==> config.mk <==
export PLATFORM = sky130hd
export DESIGN_NAME = counter_sched_ctrl
export DESIGN_NICKNAME = d
export VERILOG_FILES = /design/src/rtl/counter_sched_pkg.sv /design/src/rtl/counter_sched_rr_arb2.sv /design/src/rtl/counter_sched_ctrl.sv
export SDC_FILE = /design/constraint.sdc
export NUM_CORES = 1
export LEC_CHECK = 0
export ABC_AREA = 1
export BUFFER_PORTS_ARGS = -buffer_cell sky130_fd_sc_hd__buf_4
export CAP_MARGIN = 40
export CORE_UTILIZATION = 45
export CTS_BUF_LIST = sky130_fd_sc_hd__clkbuf_8
export DETAILED_ROUTE_END_ITERATION = 8
export GPL_TIMING_DRIVEN = 0
export PLACE_DENSITY = 0.77
export SYNTH_ARGS = -nofsm -noshare
export SYNTH_HDL_FRONTEND = slang
export SYNTH_SLANG_ARGS = --single-unit
==> constraint.sdc <==
create_clock -name clk -period 1.3 [get_ports clk]
set_clock_uncertainty 0.05 [all_clocks]
set_input_delay 0.13 -clock clk [delete_from_list [all_inputs] [get_ports clk]]
set_output_delay 0.13 -clock clk [all_outputs]
set_load 0.02 [all_outputs]
==> src/rtl/counter_sched_pkg.sv <==
// rtl/counter_sched_pkg.sv - shared state encoding and default widths for the counter scheduler
package counter_sched_pkg;
  localparam int WIDTH_DEF = 8;
  localparam int LEN_W_DEF = 4;

  typedef enum logic [1:0] {
    ST_IDLE = 2'd0,
    ST_LOAD = 2'd1,
    ST_RUN  = 2'd2,
    ST_DONE = 2'd3
  } state_t;
endpackage

==> src/rtl/counter_sched_rr_arb2.sv <==
// rtl/counter_sched_rr_arb2.sv - two-way round-robin arbiter with one-hot grant
module rr_arb2 (
  input  logic [1:0] req,
  input  logic       last,
  output logic [1:0] grant
);
  // On a tie the requester that was not served last wins.
  always_comb begin
    grant = 2'b00;
    if (req == 2'b11) begin
      grant = last ? 2'b01 : 2'b10;
    end else begin
      grant = req;
    end
  end
endmodule

==> src/rtl/counter_sched_ctrl.sv <==
// rtl/counter_sched_ctrl.sv - arbitrates two requesters onto an external counter and returns the counted value
module counter_sched_ctrl
  import counter_sched_pkg::*;
#(
  parameter int WIDTH = WIDTH_DEF,
  parameter int LEN_W = LEN_W_DEF
) (
  input  logic                 clk,
  input  logic                 reset,
  input  logic [1:0]           req_valid,
  input  logic [2*WIDTH-1:0]   req_start,
  input  logic [2*LEN_W-1:0]   req_len,
  output logic [1:0]           req_ready,
  output logic                 done_valid,
  input  logic                 done_ready,
  output logic                 done_id,
  output logic [WIDTH-1:0]     done_value,
  output logic                 cnt_load,
  output logic [WIDTH-1:0]     cnt_data,
  output logic                 cnt_oe,
  input  logic [WIDTH-1:0]     cnt_value
);
  state_t             state_q, state_d;
  logic               last_q, last_d;
  logic [LEN_W-1:0]   remaining_q, remaining_d;
  logic [LEN_W-1:0]   len_q, len_d;
  logic [WIDTH-1:0]   start_q, start_d;
  logic               id_q, id_d;
  logic [WIDTH-1:0]   done_value_q, done_value_d;
  logic               post_rst_q, post_rst_d;

  logic [1:0] arb_req;
  logic [1:0] grant;
  logic       accept;
  logic       gid;

  // Grants are blocked during reset and for the first cycle after it.
  assign arb_req = req_valid & {2{(state_q == ST_IDLE) && !reset && !post_rst_q}};
  assign accept  = |grant;
  assign gid     = grant[1];

  rr_arb2 u_arb (
    .req   (arb_req),
    .last  (last_q),
    .grant (grant)
  );

  always_ff @(posedge clk) begin
    if (reset) begin
      state_q      <= ST_IDLE;
      last_q       <= 1'b1;
      remaining_q  <= '0;
      len_q        <= '0;
      start_q      <= '0;
      id_q         <= 1'b0;
      done_value_q <= '0;
      post_rst_q   <= 1'b1;
    end else begin
      state_q      <= state_d;
      last_q       <= last_d;
      remaining_q  <= remaining_d;
      len_q        <= len_d;
      start_q      <= start_d;
      id_q         <= id_d;
      done_value_q <= done_value_d;
      post_rst_q   <= post_rst_d;
    end
  end

  always_comb begin
    state_d      = state_q;
    last_d       = last_q;
    remaining_d  = remaining_q;
    len_d        = len_q;
    start_d      = start_q;
    id_d         = id_q;
    done_value_d = done_value_q;
    post_rst_d   = 1'b0;
    case (state_q)
      ST_IDLE: begin
        if (accept) begin
          start_d = gid ? req_start[2*WIDTH-1:WIDTH] : req_start[WIDTH-1:0];
          len_d   = gid ? req_len[2*LEN_W-1:LEN_W] : req_len[LEN_W-1:0];
          id_d    = gid;
          state_d = ST_LOAD;
        end
      end
      ST_LOAD: begin
        remaining_d = len_q;
        state_d     = ST_RUN;
      end
      ST_RUN: begin
        if (remaining_q == '0) begin
          done_value_d = cnt_value;
          state_d      = ST_DONE;
        end else begin
          remaining_d = remaining_q - LEN_W'(1);
        end
      end
      ST_DONE: begin
        if (done_ready) begin
          last_d  = id_q;
          state_d = ST_IDLE;
        end
      end
      default: state_d = ST_IDLE;
    endcase
  end

  always_comb begin
    req_ready  = grant;
    done_valid = (state_q == ST_DONE) && !reset;
    cnt_load   = (state_q == ST_LOAD) && !reset;
    cnt_data   = cnt_load ? start_q : '0;
    cnt_oe     = (state_q != ST_IDLE) && !reset;
    done_id    = id_q;
    done_value = done_value_q;
  end
endmodule

# ---- Yosys cells after proc, flatten, opt, wreduce, memory -nomap -nowiden
# Index checks and enable logic that the tools add are counted.
dict set report totals {
  ff_bits 29
  out_inout_bits 22
  inputBits 37
}
dict set report op_classes {
  bitwise 1
  add_sub_neg 1
  n_mux 12
  n_reduce_logical 17
  eq_ne 8
}
# cell count
set op_table {}
lappend op_table {{$mux 8} 2}
lappend op_table {{$mux 2} 5}
lappend op_table {{$mux 4} 2}
lappend op_table {{$ne 2x2->1 const B} 4}
lappend op_table {{$pmux 2 s4} 1}
lappend op_table {{$pmux 4 s2} 1}
lappend op_table {{$reduce_and 2->1} 4}
lappend op_table {{$eq 2x2->1 const B} 3}
lappend op_table {{$logic_and 1x1->1} 5}
lappend op_table {{$logic_not 4->1} 1}
lappend op_table {{$reduce_bool 2->1} 2}
lappend op_table {{$sub 4x1->4 const B} 1}
lappend op_table {{$reduce_and 3->1} 1}
lappend op_table {{$and 2x2->2} 1}
lappend op_table {{$eq 2x1->1 const B} 1}
lappend op_table {{$logic_not 1->1} 2}
lappend op_table {{$logic_not 2->1} 1}
lappend op_table {{$reduce_or 2->1} 1}
lappend op_table {{$mux 1} 1}

# ---- Logic depth before layout (Yosys ltp)
dict set report depth {
  ltp_word 9
  depth_mapped 11
  depth_no_buf 10
}

# ---- Cells and area by module
# From an unflattened synthesis, not the netlist that was laid out.
dict set report unflattened {
  hier_cells 212
  hier_area_um2 1485.2
}
# mod cells_each area_per_inst_um2 instances
set modules_own_cells {}
lappend modules_own_cells {counter_sched_ctrl 207 1463.9 1}
lappend modules_own_cells {rr_arb2 5 21.3 1}

# ---- Worst setup path before layout
# Ideal clock, no wire load.
dict set report synth_timing {
  path_kind {reg2out}
  from {register state_q[1]}
  to {output cnt_data[0]}
  n_path_buf 0
  path_stages_with_launch 7
  arrival_ns 1.405
  slack_ns -0.285
  cell_sequence {dfxtp_1 -> inv_1 -> ha_1 -> inv_1 -> nor2_1 -> inv_1 -> nor2_1}
}
dict set report synth_via {
  elab_chain_cells 3
}
# element line_no
set synth_lines {}
lappend synth_lines {{start, declared} counter_sched_ctrl.sv:23} ;# state_t state_q, state_d;
lappend synth_lines {{start signal, assigned} counter_sched_ctrl.sv:59} ;# state_q <= state_d;
lappend synth_lines {{$eq 2x1->1} counter_sched_ctrl.sv:113} ;# cnt_load = (state_q == ST_LOAD) && !reset;
lappend synth_lines {{$logic_and 1x1->1} counter_sched_ctrl.sv:113}
lappend synth_lines {{via cnt_load} counter_sched_ctrl.sv:18} ;# output logic cnt_load,
lappend synth_lines {{$mux 8} counter_sched_ctrl.sv:114} ;# cnt_data = cnt_load ? start_q : '0;
lappend synth_lines {{end, declared} counter_sched_ctrl.sv:19} ;# output logic [WIDTH-1:0] cnt_data,
# The timed path passes the listed nets, and every way through them passes these cells.

# ---- Worst setup path in the final report
dict set report layout_timing {
  from {register state_q[0]}
  to {output req_ready[1]}
}
dict set report layout_via {
  elab_chain_cells 6
}
# element line_no
set layout_lines {}
lappend layout_lines {{$logic_not 2->1 (*)} counter_sched_ctrl.sv:38} ;# assign arb_req = req_valid & {2{(state_q == ST_IDLE) && !reset && !post_rst_q}};
lappend layout_lines {{$logic_and 1x1->1 (*) (2 in a row)} counter_sched_ctrl.sv:38}
lappend layout_lines {{$and 2x2->2 (*)} counter_sched_ctrl.sv:38}
lappend layout_lines {{$eq 2x2->1} counter_sched_rr_arb2.sv:10} ;# if (req == 2'b11) begin
lappend layout_lines {{$mux 2 (*)} counter_sched_rr_arb2.sv:10}
lappend layout_lines {{end, declared} counter_sched_ctrl.sv:13} ;# output logic [1:0] req_ready,
# Every way passes the cells marked *; elsewhere a longest branch is shown, timed or not.

==> results by group <==
Timing
  • Final slew viol count: 0
  • Worst-Margin Slew: 0.535 ns
  • Final TNS setup: -6.36 ns
  • Fin crit share: 119%
  • Setup ws final: -0.253 ns
  • RSZ-0062 raised after global routing: true
  • Fmax: ~640 MHz
  • Hold WS: between 0.06 and 0.07 ns
  • Final Hold Viols: 0
  • Fin crit period: approximately 1.6 ns
  • Final-report setup violation count: 40
  • Worst rel slew slack: between 60% and 70%

Worst setup path
  • Crit Path Class: flop to output pin
  • CP endpoint kind: output pin
  • Critical Path Start Type: flop
  • Worst setup path startpoint: state_q[0]
  • Required @ worst endpoint: 1.12 ns
  • Crit path cell chain: inv_4, ha_4, inv_4, nor2_8, nand4_4, inv_2, buf_6, buf_6
  • CP arrival: 1.37 ns
  • FF-to-FF Start: state_q[0]
  • CP max stage delay: approximately 0.34 ns
  • Max FO, Critical Path: 3
  • CP max stage cell: dfxtp_2

Synthesis
  • Post-synthesis sequential area ratio: between 30% and 40%
  • Yosys reg bits: 29
  • Ys Warns: 0
  • Netlist cell types: 20
  • Synthesized instance count: about 240
  • Main area contributors after synthesis: dfxtp_1, nand2_1, inv_1
  • Post-synth top area cell: dfxtp_1
  • Syn avg cell area: about 6.7 um^2
  • Synthesized cell area: approximately 1600 um^2
  • Syn Nets: 280
  • Top-area cell type share of the netlist area: 36.9%

Hold path
  • Hold_sp: cnt_value[6]
  • Hold crit path type: input port to flop

Floorplanning
  • Die W: about 61 um
  • Die height: a little over 60 um
  • Placement row count: 21
  • I/O pin total: a little under 60
  • Die ar.: between 3000 and 4000 um^2
  • CORE AREA: 3340 um^2
  • Initial cell density of the core: between 40% and 50%

Run status
  • Failing checks: setup timing
  • Status: finished with violations

Routing
  • Avg WL per Cell: about 12 um
  • First-iteration detailed-routing DRC count: 46
  • Remaining DRCs: 0
  • Final wirelength: between 4 and 5 mm
  • Via density: between 4 and 5
  • Via count: around 1700
  • Drt pass-1 iters: 4
  • Post-DRT Antenna Nets: 0

Finish
  • ANT cells: 0
  • # fillers: 236
  • Syn-to-layout area delta: 64.1%
  • Post-route cell area: about 2600 um^2
  • Final nets: about 370
  • Share of cells above drive strength 1: around 41%
  • Finished Core Util: approximately 77%

Power and ir drop
  • Clock network power share: between 15 and 20%
  • Max VDD drop: between 0.0009 and 0.001 V
  • Switch share: around 41%
  • Net load switching power: around 1.9 mW
  • Pleak: between 1 and 1.5 nW
  • Power Internal: ~2.7 mW
  • Pwr/cell area: 1800 nW/um^2
  • Logic pwr share: around 57%
  • Reg power frac: a little over a quarter

Global routing
  • Total congestion overflow: 0
  • Global-route wire length before repair: 7.10 mm
  • Initial antenna violation count: 0
  • Vias in the first global route: ~1600
  • Total GRT Usage: 26.4%
  • Largest net degree at the start of global routing: 11

Clocking
  • Worst-Skew Late Latency: 0.28 ns
  • Clock buffer count from CTS: 5
  • H-tree depth: 2
  • Root buffer cell: clkbuf_8
  • Worst-case clock buffer depth: 2
  • CTS tree: yes
  • Clock Pin Slew Worst Setup and Hold Paths: ~0.060 ns
  • Clock Sinks: 29

Placement
  • Placement-stage cell area: between 2000 and 2500 um^2
  • Pre-CTS setup slack: -0.232 ns
  • GP Congestion: between 0.8 and 0.9
  • Post-detail-place hpwl: between 2 and 3 mm
  • Port bufs: 58

Flow run
  • Max-cap viol count: 0
[kinds of logic (layout without fill, tap and decap cells)]
kind of cell	count (synthesis)	in the layout	synth area share, %
buffers and inverters	54	140	14.7
AOI/OAI and AO/OA	38	38	12.6
and+or+nand+nor	108	109	30.3
adders and majority gates	7	7	5.56
DFF	29	29	36.9
[final timing paths]
kind,end,cells after the start,slack (ns)
worst min-delay path,done_value[6],3,0.06
worst max register to register,len_q[0],12,-0.24
worst min register to register,done_value[6],2,0.39
worst max-delay path,req_ready[1],8,-0.25
[power by group through the flow]
| stage | clock network, mW | registers [mW] | logic (mW) |
|---|---|---|---|
| global route | 0.818 | 1.28 | 2.93 |
| floorplan | 0 | 1.34 | 1.26 |
| finish | 0.737 | 1.25 | 2.66 |
| global placement | 0 | 1.25 | 1.80 |
| CTS | 0.746 | 1.24 | 2.49 |
| detailed placement | 0 | 1.26 | 1.83 |
[stage by stage]
step                cells  power (mW)
finish                369        4.65
global route          369        5.02
CTS                   369        4.47
detailed placement    340        3.09
global placement      340        3.06
floorplan             236        2.59
[sequential cells by signal, indices dropped and copies added (netlist names)]
signal / count
done_value: 8
len_q: 4
state_q: 2
start_q: 8
remaining_q: 4
last_q: 1
post_rst_q: 1
done_id: 1
[Yosys cell counts]
cell type and count:
a21oi_1 24, buf_2 4, buf_6 3, clkbuf_1 1, clkbuf_2 1, dfxtp_1 29
ha_1 7, inv_1 43, inv_2 2, nand2_1 55, nand3_1 19, nand3_2 1
nand3b_1 1, nand4_4 1, nor2_1 28, nor2_8 1, nor3_1 1, o211ai_2 1
o21ai_0 13, or2_2 1
[what timing repair did]
item                                   in CTS  in global routing
endpoints found under the hold margin       1                  0
setup endpoints to repair                  40                 40
buffers inserted                           18                  0
gates cloned                                3                  0
pin swaps                                   4                  4
resized for setup                          51                 10
hold buffers                                1                  0
[cells in the final DEF (no fill, tap or decap), types with 3 or more instances in the layout]
cell,n
a21oi_1,21
o21ai_2,3
nand2_1,54
clkbuf_8,6
nor2_4,5
inv_1,38
buf_6,19
nand3_1,18
nor2_2,8
o21ai_1,7
o21ai_0,3
buf_4,64
nor2_1,15
dfxtp_1,27
ha_4,3
inv_2,5
[per-layer routing]
metal  track usage [%]  share of wire, %  vias to the layer above
met1              29.1                40                      755
li1                  -                 -                      902
met2              46.1                51                       52
met5                 0                 0                        -
met3              8.61               6.3                        9
met4              12.0               2.2                        0
[final cells by class]
class	instances	area [um^2]	share of cell area [%]
Inverter	45	179	6.93
Clock inverter	1	3.75	0.145
Multi-Input combinational cell	154	933	36.1
Timing Repair Buffer	79	648	25.1
Tap cell	46	57.6	2.23
Clock buffer	6	82.6	3.20
Sequential cell	29	583	22.6
Buffer	9	95.1	3.68
[worst max-delay path: cells and delay by family (launching register included)]
family | cells | cell delay [ns]
adders and majority gates | 1 | 0.15
DFF | 1 | 0.34
and+or+nand+nor | 2 | 0.19
buffers and inverters | 5 | 0.40
(Power assumes the default switching activity.)
